### config.mk
export PLATFORM = sky130hd
export DESIGN_NAME = fetch_pc_unit
export DESIGN_NICKNAME = d
export VERILOG_FILES = /design/src/rtl/fetch_pc_unit.sv
export SDC_FILE = /design/constraint.sdc
export NUM_CORES = 1
export LEC_CHECK = 0
export CAP_MARGIN = 10
export CORE_UTILIZATION = 48
export DETAILED_ROUTE_END_ITERATION = 8
export PLACE_DENSITY_LB_ADDON = 0.05
export SLEW_MARGIN = 40
export SYNTH_ARGS = -nofsm -noshare
export SYNTH_HDL_FRONTEND = slang
export SYNTH_SLANG_ARGS = --single-unit
### constraint.sdc
create_clock -name clk -period 2.5 [get_ports clk]
set_input_delay 0.5 -clock clk [delete_from_list [all_inputs] [get_ports clk]]
set_output_delay 0.5 -clock clk [all_outputs]
set_load 0.05 [all_outputs]
### src/rtl/fetch_pc_unit.sv
// Instruction-fetch PC sequencer: it issues fetch requests, holds redirects that arrive
// while the pipeline cannot advance, and drops stale memory data after a flush.
module fetch_pc_unit #(
    parameter logic [31:0] RESET_PC = 32'h0000_0000
) (
    input  logic        clk,
    input  logic        rst,
    input  logic        stall,
    input  logic        branch_flag,
    input  logic [31:0] branch_addr,
    input  logic        flush,
    input  logic [31:0] flush_pc,
    output logic        rom_en,
    output logic [31:0] rom_addr,
    input  logic        rom_rdy,
    output logic [31:0] pc,
    output logic        inst_valid,
    output logic        fetch_stall_req,
    output logic        fetch_adel
);

    typedef enum logic [1:0] {
        IDLE    = 2'd0,
        FETCH   = 2'd1,
        DISCARD = 2'd2
    } state_t;

    state_t      state;
    logic        pend_valid;
    logic [31:0] pend_addr;
    logic        aligned;
    logic        advance;
    logic [31:0] next_pc;

    assign rom_addr = pc;

    // Outputs depend only on registered state/pc plus this cycle's handshake inputs.
    always_comb begin
        aligned         = (pc[1:0] == 2'b00);
        rom_en          = 1'b0;
        inst_valid      = 1'b0;
        fetch_stall_req = 1'b0;
        fetch_adel      = 1'b0;
        advance         = 1'b0;
        unique case (state)
            FETCH: begin
                rom_en          = aligned;
                fetch_stall_req = aligned & ~rom_rdy;
                advance         = ~stall & (rom_rdy | ~aligned);
                inst_valid      = advance & ~flush;
                fetch_adel      = advance & ~flush & ~aligned;
            end
            DISCARD: begin
                fetch_stall_req = 1'b1;
            end
            default: ;
        endcase

        if (pend_valid)
            next_pc = pend_addr;
        else if (branch_flag)
            next_pc = branch_addr;
        else
            next_pc = pc + 32'd4;
    end

    always_ff @(posedge clk or posedge rst) begin
        if (rst) begin
            state      <= IDLE;
            pc         <= RESET_PC;
            pend_valid <= 1'b0;
            pend_addr  <= '0;
        end else begin
            // A redirect that cannot be consumed now is parked until the next advance.
            if (flush) begin
                pc         <= flush_pc;
                pend_valid <= 1'b0;
            end else if (advance) begin
                pc         <= next_pc;
                pend_valid <= 1'b0;
            end else if (branch_flag) begin
                pend_addr  <= branch_addr;
                pend_valid <= 1'b1;
            end

            unique case (state)
                IDLE:    state <= FETCH;
                FETCH:   if (flush && rom_en && !rom_rdy) state <= DISCARD;
                DISCARD: if (rom_rdy) state <= FETCH;
                default: state <= IDLE;
            endcase
        end
    end

endmodule

Word-level counts from Yosys, hierarchy flattened

Index checks and enable logic that the tools add are counted.

Bits in registers: 67
Bits in latches: 0
Memory bits (writable): 0
ROM bits: 0
Output and inout bits: 68
Logic and storage cells: 43
Memories kept: 0

Add/sub/neg operators: 1
$mul: 0
Divide/modulo/power cells: 0
Magnitude comparators: 0
Equality and inequality tests: 4
Shift operators: 0
Mux-type cells: 15
Bitwise gates (word level): 10
Reductions and logical operators: 9

Operator list:

| cell                                          | count |
|---|---|
| 2-to-1 mux 32 bit                             | 4 |
| adder 32 x 3 -> 32 bit, second input constant | 1 |
| 2-to-1 mux 1 bit                              | 7 |
| one-hot mux 2 bit (3 select lines)            | 1 |
| inverter 1 bit                                | 5 |
| AND 1 bit                                     | 4 |
| logical NOT 2 bit                             | 2 |
| 2-to-1 mux 2 bit                              | 2 |
| != test 2 bit, second input constant          | 2 |
| AND reduction 3 bit                           | 1 |
| nonzero test 3 bit                            | 1 |
| == test 2 x 1 -> 1 bit, second input constant | 1 |
| == test 2 bit, second input constant          | 1 |
| logical AND 1 bit                             | 2 |
| one-hot mux 1 bit (2 select lines)            | 1 |
| AND reduction 2 bit                           | 1 |
| nonzero test 2 bit                            | 1 |
| logical NOT 1 bit                             | 1 |
| bitwise OR 1 bit                              | 1 |

Depth between registers and ports, before layout

Gate-level depths: netlist of the first run.

Word-level depth: 7
Mapped depth: 9
Gate-level depth less buffers: 7

Worst setup path after synthesis of the first run

OpenSTA, ideal clock, no wires.

Path kind: register to output
Start point: register state[1]
End point: output fetch_adel
Arrival: 1.740 ns
Data required time: 2.000 ns
Slack: 0.260 ns
Cell stages (with the launch flop): 6
Cells stage by stage: dfrtp_1 inv_1 ha_1 nor3b_1 nand2_1 nor2_1

Longest elaborated chain between the ends: 2

Ends and longest elaborated chain:

| what                     | line | source |
|---|---|---|
| start: declaration       | 28   | `state_t state;` |
| start signal: assignment | 69   | `state <= IDLE;` |
| start signal: assignment | 87   | `IDLE: state <= FETCH;` |
| start signal: assignment | 88   | `FETCH: if (flush && rom_en && !rom_rdy) state <= DISCARD;` |
| == test 2 x 1 -> 1 bit   | 45   | `unique case (state)` |
| 2-to-1 mux 1 bit         | 45   |  |
| end: declaration         | 19   | `output logic fetch_adel` |

Every way passes these cells.

Worst setup path in the final report of the first run

Same ends and word-level chain as after synthesis.

==> flow_summary.toml, run 1 <==
[synthesis]
yosysSeqAreaShare = 0.3757
ys_types = 64
synth_cells = 488
synth_ff_type = "dfrtp_1"
netlist_area_um2 = 4463
synth-edff-count = 0
yosys-top-cells-count = "dfrtp_1, nand2_1, o21ai_0"
synth_top_family_by_area = "compound AO/OA/AOI/OAI gates"
async_reset_ff_frac = 1.000
syn_area_per_cell_um2 = 9.146
syn_nets = 562
synth_mux_area_frac = 0.1034
yosys.area_share.simple = 0.1873
synth_xor_area_frac = 0.01374
synth_compound_area_frac = 0.2019
synthAdderAreaFrac = 0.01121
ys_seq_elements = 67
netlist.area_leader.share = 0.3757
synth_top_cell_by_area = "dfrtp_1"
ys_top_cells_by_area = "dfrtp_1, mux2_1, buf_4, o21ai_0, nand2_1"
ys.warnings.count = 0
synth.most_common_cell = "dfrtp_1"

[critical_path]
slowest_delay_ns = 0.41
critPathSlowestCell = "dfrtp_1"
crit_required_ns = 2.00
crit_path_end_kind = "output pin"
cp.arrival_ns = 1.87
path_cells = "inv_1 > ha_1 > nor3b_2 > nand2_1 > nor2_1 > buf_12"
path_class = "reg -> out"
start_kind = "register"
cp_max_fo = 5

[cts]
cts_tree = "done"
clkTransAtPathRegs_ns = 0.08
ctsResizeCount = 0
cts_sinks = 67
clockBufferDepth = 2
clk_latency_ns = 0.36
htree_levels = 3
cts_buffers = 9
cts_setup_buffers = 0
clock-root-buffer = "clkbuf_8"
hold_buffers = 0

[layout]
drive_gt1_frac = 0.1030
fillers = 749
multi_input_area_um2 = 2321
register_area_um2 = 1677
syn2layout_area_growth_pct = 33.61
fin_cells = 710
final_nets = 671
final_util = 0.6739
num_antenna_cells = 0

[place]
post-dp-hpwl_mm = 9.764
io_buffers = 137
dp_cells = 694
gp_congestion = 0.8652

[die]
die_x_um = 98.43
ios = 138
rows = 34
start_util = 0.5044
die_y_um = 98.43
core-area_um2 = 8848
dieArea_um2 = 9687

[pwr]
powerDensity_nw_per_um2 = 867.9
p_leak_nw = 2.382
peakVddDrop_mv = 0.4399

[timing]
skew_ns = 0.01337
fin_tns_setup_ns = 0
min_period_ns = 2.373
max_freq_mhz = 421.3
max_slew_margin = 0.5496
finalHoldViolCount = 0
worstMarginPinSlew_ns = 0.6749
rsz0062_at_grt = "false"
finalMaxSlewViolations = 0
fin_crit_sh = 0.9494
finalSetupViolCount = 0

[grt]
grt_pass1_vias = 4323
gr-usage-all-layers = 0.2952
grt_pass1_wl_mm = 22.42
grt_max_degree = 68
grt_antenna_before_repair = 0
grt_overflow = 0

[routing]
routed_wl_mm = 13.66
vias_per_cell = 6.163
top_layer_used = "met4"
wl_met3_mm = 1.060
dr_total_vias = 4376
wl_per_cell_um = 19.24
met1_length_mm = 5.945
wl_met2_mm = 6.430
dr.pass1.iters = 9
ant_nets = 0
drcViolationCount = 4
first_iter_violations = 329

[run_status]
status = "finished with violations"
violations = "DRC"

[run]
maxCapViolations = 0

[worst_hold_path]
hp-class = "reg -> reg"
## report_power, final
part	total (W)	switching, W	internal [W]
logic	0.00251	0.00157	0.000944
registers	0.00170	0.000337	0.00136
clock network	0.000963	0.000485	0.000478
total	0.00518	0.00239	0.00278
## state kept, by name, summed over array words and instances, names as in the netlist
register and count:
pend_addr 32, pc 32, pend_valid 1, state 2
## layout by cell type (no fill, tap or decap), drive strengths merged, types with 5 or more instances in the layout
cell type	n
a221oi	7
and2	6
o21ai	41
mux2	33
dfrtp	67
nor2	36
clkbuf	9
a22oi	5
clkdlybuf4s50	132
mux2i	9
o211ai	11
a31oi	8
xor2	5
nand4	15
buf	26
nand3	20
a21oi	23
inv	17
nor3	9
a221o	6
nand2	54
o31a	5
## kinds of logic (layout without fill, tap and decap cells)
family	Yosys count	count (layout)
and+or+nand+nor	160	160
AOI/OAI and AO/OA	135	135
buffers and inverters	73	187
DFF	67	67
muxes	42	42
xor gates and xnor gates	7	7
adders and majority gates	4	4
## path summary, 6_finish.rpt
path	end	cells past startpoint	slack (ns)	start
max reg2reg	pc[20]	8	0.26	state[1]
min reg2reg	pend_addr[19]	1	0.49	pend_addr[19]
min	pend_addr[19]	1	0.49	pend_addr[19]
max in group asynchronous	pend_addr[11]	3	1.65	rst
min in group asynchronous	state[0]	3	0.52	rst
max	fetch_adel	6	0.13	state[1]
## layer usage
| layer | global-route usage | vias to the layer above |
|---|---|---|
| li1 | - | 1993 |
| met1 | 0.4039 | 2124 |
| met2 | 0.4832 | 237 |
| met3 | 0.05248 | 22 |
| met4 | 0.08381 | 0 |
| met5 | 0 | - |
## per-stage QoR
| step | hold WS (ns) | setup WS (ns) | power (W) | cell area (µm²) |
|---|---|---|---|---|
| after global routing | 0.5144 | 0.00005085 | 0.005440 | 5963 |
| after global placement | 0.4653 | 0.1048 | 0.004159 | 5753 |
| after detailed placement | 0.4780 | 0.06408 | 0.004216 | 5753 |
| after floorplan | 0.4556 | 0.2598 | 0.003446 | 4463 |
| final | 0.4940 | 0.1265 | 0.005176 | 5963 |
| after CTS | 0.4954 | 0.06555 | 0.005181 | 5958 |
## critical path: cells and delay by family, from the launching register on
kind                     cells  cell delay [ns]
adder cells (fa/ha/maj)      1             0.27
buffers and inverters        2             0.26
flip-flops                   1             0.41
AND/OR/NAND/NOR              3             0.59
## area by class of cell
class                   count  share of cell area
inverters                  13            0.008183
well taps                 108             0.02266
repair buffers            158              0.2644
multi-input cells         348              0.3892
flip-flops and latches     67              0.2812
clock buffers               9             0.02077
clock inverters             7             0.01364
(Power assumes the default switching activity.)
==> inputs of run 2 (changes only) <==
--- a/config.mk
+++ b/config.mk
@@ -8,8 +8,9 @@
 export CAP_MARGIN = 10
 export CORE_UTILIZATION = 48
 export DETAILED_ROUTE_END_ITERATION = 8
-export PLACE_DENSITY_LB_ADDON = 0.05
+export PLACE_DENSITY = 0.79
 export SLEW_MARGIN = 40
 export SYNTH_ARGS = -nofsm -noshare
 export SYNTH_HDL_FRONTEND = slang
 export SYNTH_SLANG_ARGS = --single-unit
+export TNS_END_PERCENT = 50
==> flow_summary.toml, run 2 (same netlist as run 1, synthesis figures left out) <==
[critical_path]
start_kind = "register"
cp.arrival_ns = 1.86
path_class = "reg -> out"
ff2ff_setup_slack_ns = 0.26
crit_required_ns = 2.00
cp_max_fo = 5
crit_path_end_kind = "output pin"

[run_status]
violations = "DRC"
status = "finished with violations"

[die]
rows = 34
start_util = 0.5044
core-area_um2 = 8848
die_x_um = 98.43
ios = 138
dieArea_um2 = 9687
die_y_um = 98.43

[routing]
wl_per_cell_um = 18.87
ant_nets = 0
dr_total_vias = 4424
routed_wl_mm = 13.50
dr.pass1.iters = 9
vias_per_cell = 6.187
drcViolationCount = 8
first_iter_violations = 348

[timing]
fin_tns_setup_ns = 0
finalHoldViolCount = 0
max_slew_margin = 0.5440
finalMaxSlewViolations = 0
rsz0062_at_grt = "false"
fin_crit_sh = 0.9428
max_freq_mhz = 424.3
finalSetupViolCount = 0
min_period_ns = 2.357
skew_ns = 0.008145
worstMarginPinSlew_ns = 0.6832
hold-worst-slack_ns = 0.4969

[cts]
cts_setup_buffers = 0
hold_buffers = 0
cts_tree = "done"
ctsResizeCount = 1
htree_levels = 3
clockBufferDepth = 2
clock-root-buffer = "clkbuf_8"
cts_buffers = 9
clk_latency_ns = 0.35
clkTransAtPathRegs_ns = 0.08
cts_sinks = 67

[grt]
grt_pass1_wl_mm = 21.88
grt_max_degree = 68
grt_pass1_vias = 4284
grt_overflow = 0
gr-usage-all-layers = 0.2884
grt_antenna_before_repair = 0

[layout]
layout_common_cells = "clkdlybuf4s50_1, dfrtp_1, nand2_1"
final_nets = 676
syn2layout_area_growth_pct = 34.76
largest_registers = "pc: 32 flops, pend_addr: 32 flops, state: 2 flops"
fillers = 706
drive_gt1_frac = 0.1120
final_common_cell = "clkdlybuf4s50_1"
num_antenna_cells = 0

[run]
maxCapViolations = 0

[pwr]
powerDensity_nw_per_um2 = 868.1
peakVddDrop_mv = 0.3965
p_leak_nw = 2.403

[place]
io_buffers = 137
post-dp-hpwl_mm = 9.513
gp_congestion = 0.8780

[worst_hold_path]
hp-class = "reg -> reg"
[run 2: path summary, 6_finish.rpt]
check	from	to	cells after the start
worst min-delay path	pend_addr[18]	pend_addr[18]	1
max in group asynchronous	rst	pc[29]	3
worst min register to register	pend_addr[18]	pend_addr[18]	1
worst max-delay path	state[1]	fetch_adel	6
worst max register to register	state[1]	pc[20]	8
min in group asynchronous	rst	pc[14]	3
[run 2: critical path: stages (launching register included)]
cell and delay (ns):
dfrtp_1 0.42, inv_1 0.09, ha_1 0.25, nor3b_2 0.26
nand2_2 0.15, nor2_2 0.17, buf_12 0.16
[run 2: where the power goes]
part	switching [W]	internal, W	total, W
sequential	0.000343	0.00136	0.00171
clock	0.000437	0.000543	0.000980
combinational	0.00158	0.000957	0.00253
total	0.00236	0.00286	0.00522
[run 2: metrics by stage]
step / cell area, µm² / instances / setup WS, ns / utilization / power [W]
3_5_place_dp: 5791 / 699 / -0.004708 / 0.6544 / 0.004221
2_1_floorplan: 4463 / 488 / 0.2598 / - / 0.003446
3_3_place_gp: 5791 / 699 / 0.07544 / 0.6544 / 0.004157
4_1_cts: 6007 / 715 / 0.03809 / 0.6789 / 0.005198
6_report: 6015 / 715 / 0.1431 / 0.6797 / 0.005221
5_1_grt: 6015 / 715 / 0.03054 / 0.6797 / 0.005456
[run 2: cell type report]
type                    count  area, µm²  area share
clock inverters             3      45.04    0.007489
flip-flops and latches     67       1677      0.2788
clock buffers              13      168.9     0.02808
multi-input cells         348       2326      0.3867
inverters                  13      48.80    0.008113
well taps                 108      135.1     0.02247
repair buffers            163       1614      0.2684
[run 2: per-layer routing]
metal	global-route usage	wire, µm
met5	0	0
met4	0.1194	359
met3	0.04255	1135
met2	0.4556	6330
met1	0.3994	5670
==> inputs of run 3 (changes only) <==
--- a/config.mk
+++ b/config.mk
@@ -9,6 +9,7 @@
 export CORE_UTILIZATION = 48
 export DETAILED_ROUTE_END_ITERATION = 8
 export PLACE_DENSITY = 0.79
+export REMOVE_ABC_BUFFERS = 1
 export SLEW_MARGIN = 40
 export SYNTH_ARGS = -nofsm -noshare
 export SYNTH_HDL_FRONTEND = slang
==> constraint.sdc (replaced) <==
create_clock -name clk -period 2.5 [get_ports clk]
set_input_delay 0.5 -clock clk [delete_from_list [all_inputs] [get_ports clk]]
set_output_delay 0.5 -clock clk [all_outputs]
set_load 0.1 [all_outputs]
==> flow_summary.toml, run 3 (same netlist as run 1, synthesis figures left out) <==
[critical_path]
critPathSlowestCell = "clkdlybuf4s50_1"
cp-startpoint = "rom_rdy"
crit_required_ns = 2.00
path_cells = "clkdlybuf4s50_1 > or3_4 > nand2_1 > clkinv_1 > buf_12"
rr_endpoint = "pc[20]"
cp.arrival_ns = 1.89
crit_path_end_kind = "output pin"
slowest_delay_ns = 0.43
worstPathBufferInverterCount = 3
crit_path_end = "inst_valid"
r2r_start = "state[1]"
cp_max_fo = 4
start_kind = "primary input"
path_class = "in -> out"
crit_cells = 5
reg2reg_depth = 8
crit_family = "buffers and inverters"
ff2ff_setup_slack_ns = 0.35

[routing]
drcViolationCount = 7
first_iter_violations = 271
dr_total_vias = 4372
vias_per_cell = 6.158
wl_per_cell_um = 18.41
ant_nets = 0
dr.pass1.iters = 7
routed_wl_mm = 13.07

[timing]
skew_ns = 0.007995
fin_crit_sh = 0.9574
finalHoldViolCount = 0
max_slew_margin = 0.5546
worstMarginPinSlew_ns = 0.6673
finalSetupViolCount = 0
fin_tns_setup_ns = 0
max_freq_mhz = 417.8
worst_slack_ns = 0.1064
rsz0062_at_grt = "false"
hold-worst-slack_ns = 0.4964
finalMaxSlewViolations = 0
min_period_ns = 2.394

[place]
gp_congestion = 0.8635
postPlaceCellArea_um2 = 5625
io_buffers = 137
post-dp-hpwl_mm = 9.532
place_ws_ns = 0.07128

[layout]
final_area_um2 = 5829
drive_gt1_frac = 0.2093
syn2layout_area_growth_pct = 30.61
num_antenna_cells = 0
largest_registers = "pc: 32 flops, pend_addr: 32 flops, state: 2 flops"
final_nets = 672
layout_common_cells = "buf_4, clkdlybuf4s50_1, dfrtp_1"
final_common_cell = "buf_4"
fillers = 733

[pwr]
powerDensity_nw_per_um2 = 1026
p_leak_nw = 2.452
peakVddDrop_mv = 0.5653
power_w = 0.005982

[cts]
ctsResizeCount = 1
clkTransAtPathRegs_ns = 0.07
cts_sinks = 67
cts_buffers = 9
cts_setup_buffers = 0
cts_tree = "done"
htree_levels = 3
clockBufferDepth = 2
clk_latency_ns = 0.34
clock-root-buffer = "clkbuf_8"
hold_buffers = 0

[grt]
grt_antenna_before_repair = 0
grt_overflow = 0
grt_pass1_vias = 4214
grt_pass1_wl_mm = 21.08
grt_max_degree = 36
gr-usage-all-layers = 0.2762

[die]
dieArea_um2 = 9687
die_x_um = 98.43
rows = 34
ios = 138
start_util = 0.5044
die_y_um = 98.43
core-area_um2 = 8848

[run]
maxCapViolations = 0

[run_status]
violations = "DRC"
status = "finished with violations"

[worst_hold_path]
hp-class = "in -> async"
==> run 3: final cells by class <==
cell class / count / area, µm² / share of cell area
tap: 108 / 135.1 / 0.02318
sequential: 67 / 1677 / 0.2876
timing repair buffer: 159 / 1449 / 0.2486
inverter: 13 / 48.80 / 0.008371
clock inverter: 2 / 35.03 / 0.006010
clock buffer: 13 / 158.9 / 0.02726
multi-input combinational: 348 / 2326 / 0.3990
==> run 3: metal layers <==
| metal | up-vias | wire length, µm | GRT usage |
|---|---|---|---|
| met5 | - | 0 | 0 |
| met3 | 21 | 965 | 0.04397 |
| met4 | 0 | 257 | 0.1274 |
| met2 | 218 | 6585 | 0.4670 |
| met1 | 2140 | 5259 | 0.3491 |
| li1 | 1993 | - | - |
==> run 3: metrics by stage <==
| stage | std cells | util |
|---|---|---|
| after floorplan | 428 | - |
| after global placement | 695 | 0.6357 |
| after detailed placement | 695 | 0.6357 |
| final | 710 | 0.6588 |
| after CTS | 710 | 0.6579 |
| after global routing | 710 | 0.6588 |
==> run 3: worst min path at each step <==
| stage | endpoint | slack, ns | cells after the start |
|---|---|---|---|
| 6_report | pend_addr[25] | 0.50 | 2 |
| 5_1_grt | pend_addr[3] | 0.51 | 1 |
| 4_1_cts | pend_addr[30] | 0.49 | 1 |
| 3_5_place_dp | pend_addr[30] | 0.48 | 1 |
| 3_3_place_gp | pend_addr[15] | 0.47 | 1 |
| 2_1_floorplan | pend_addr[15] | 0.46 | 1 |
==> run 3: where the power goes <==
group	internal [W]	total [W]	switching [W]
registers	0.00136	0.00171	0.000348
clock network	0.000510	0.000924	0.000414
logic	0.000881	0.00335	0.00247
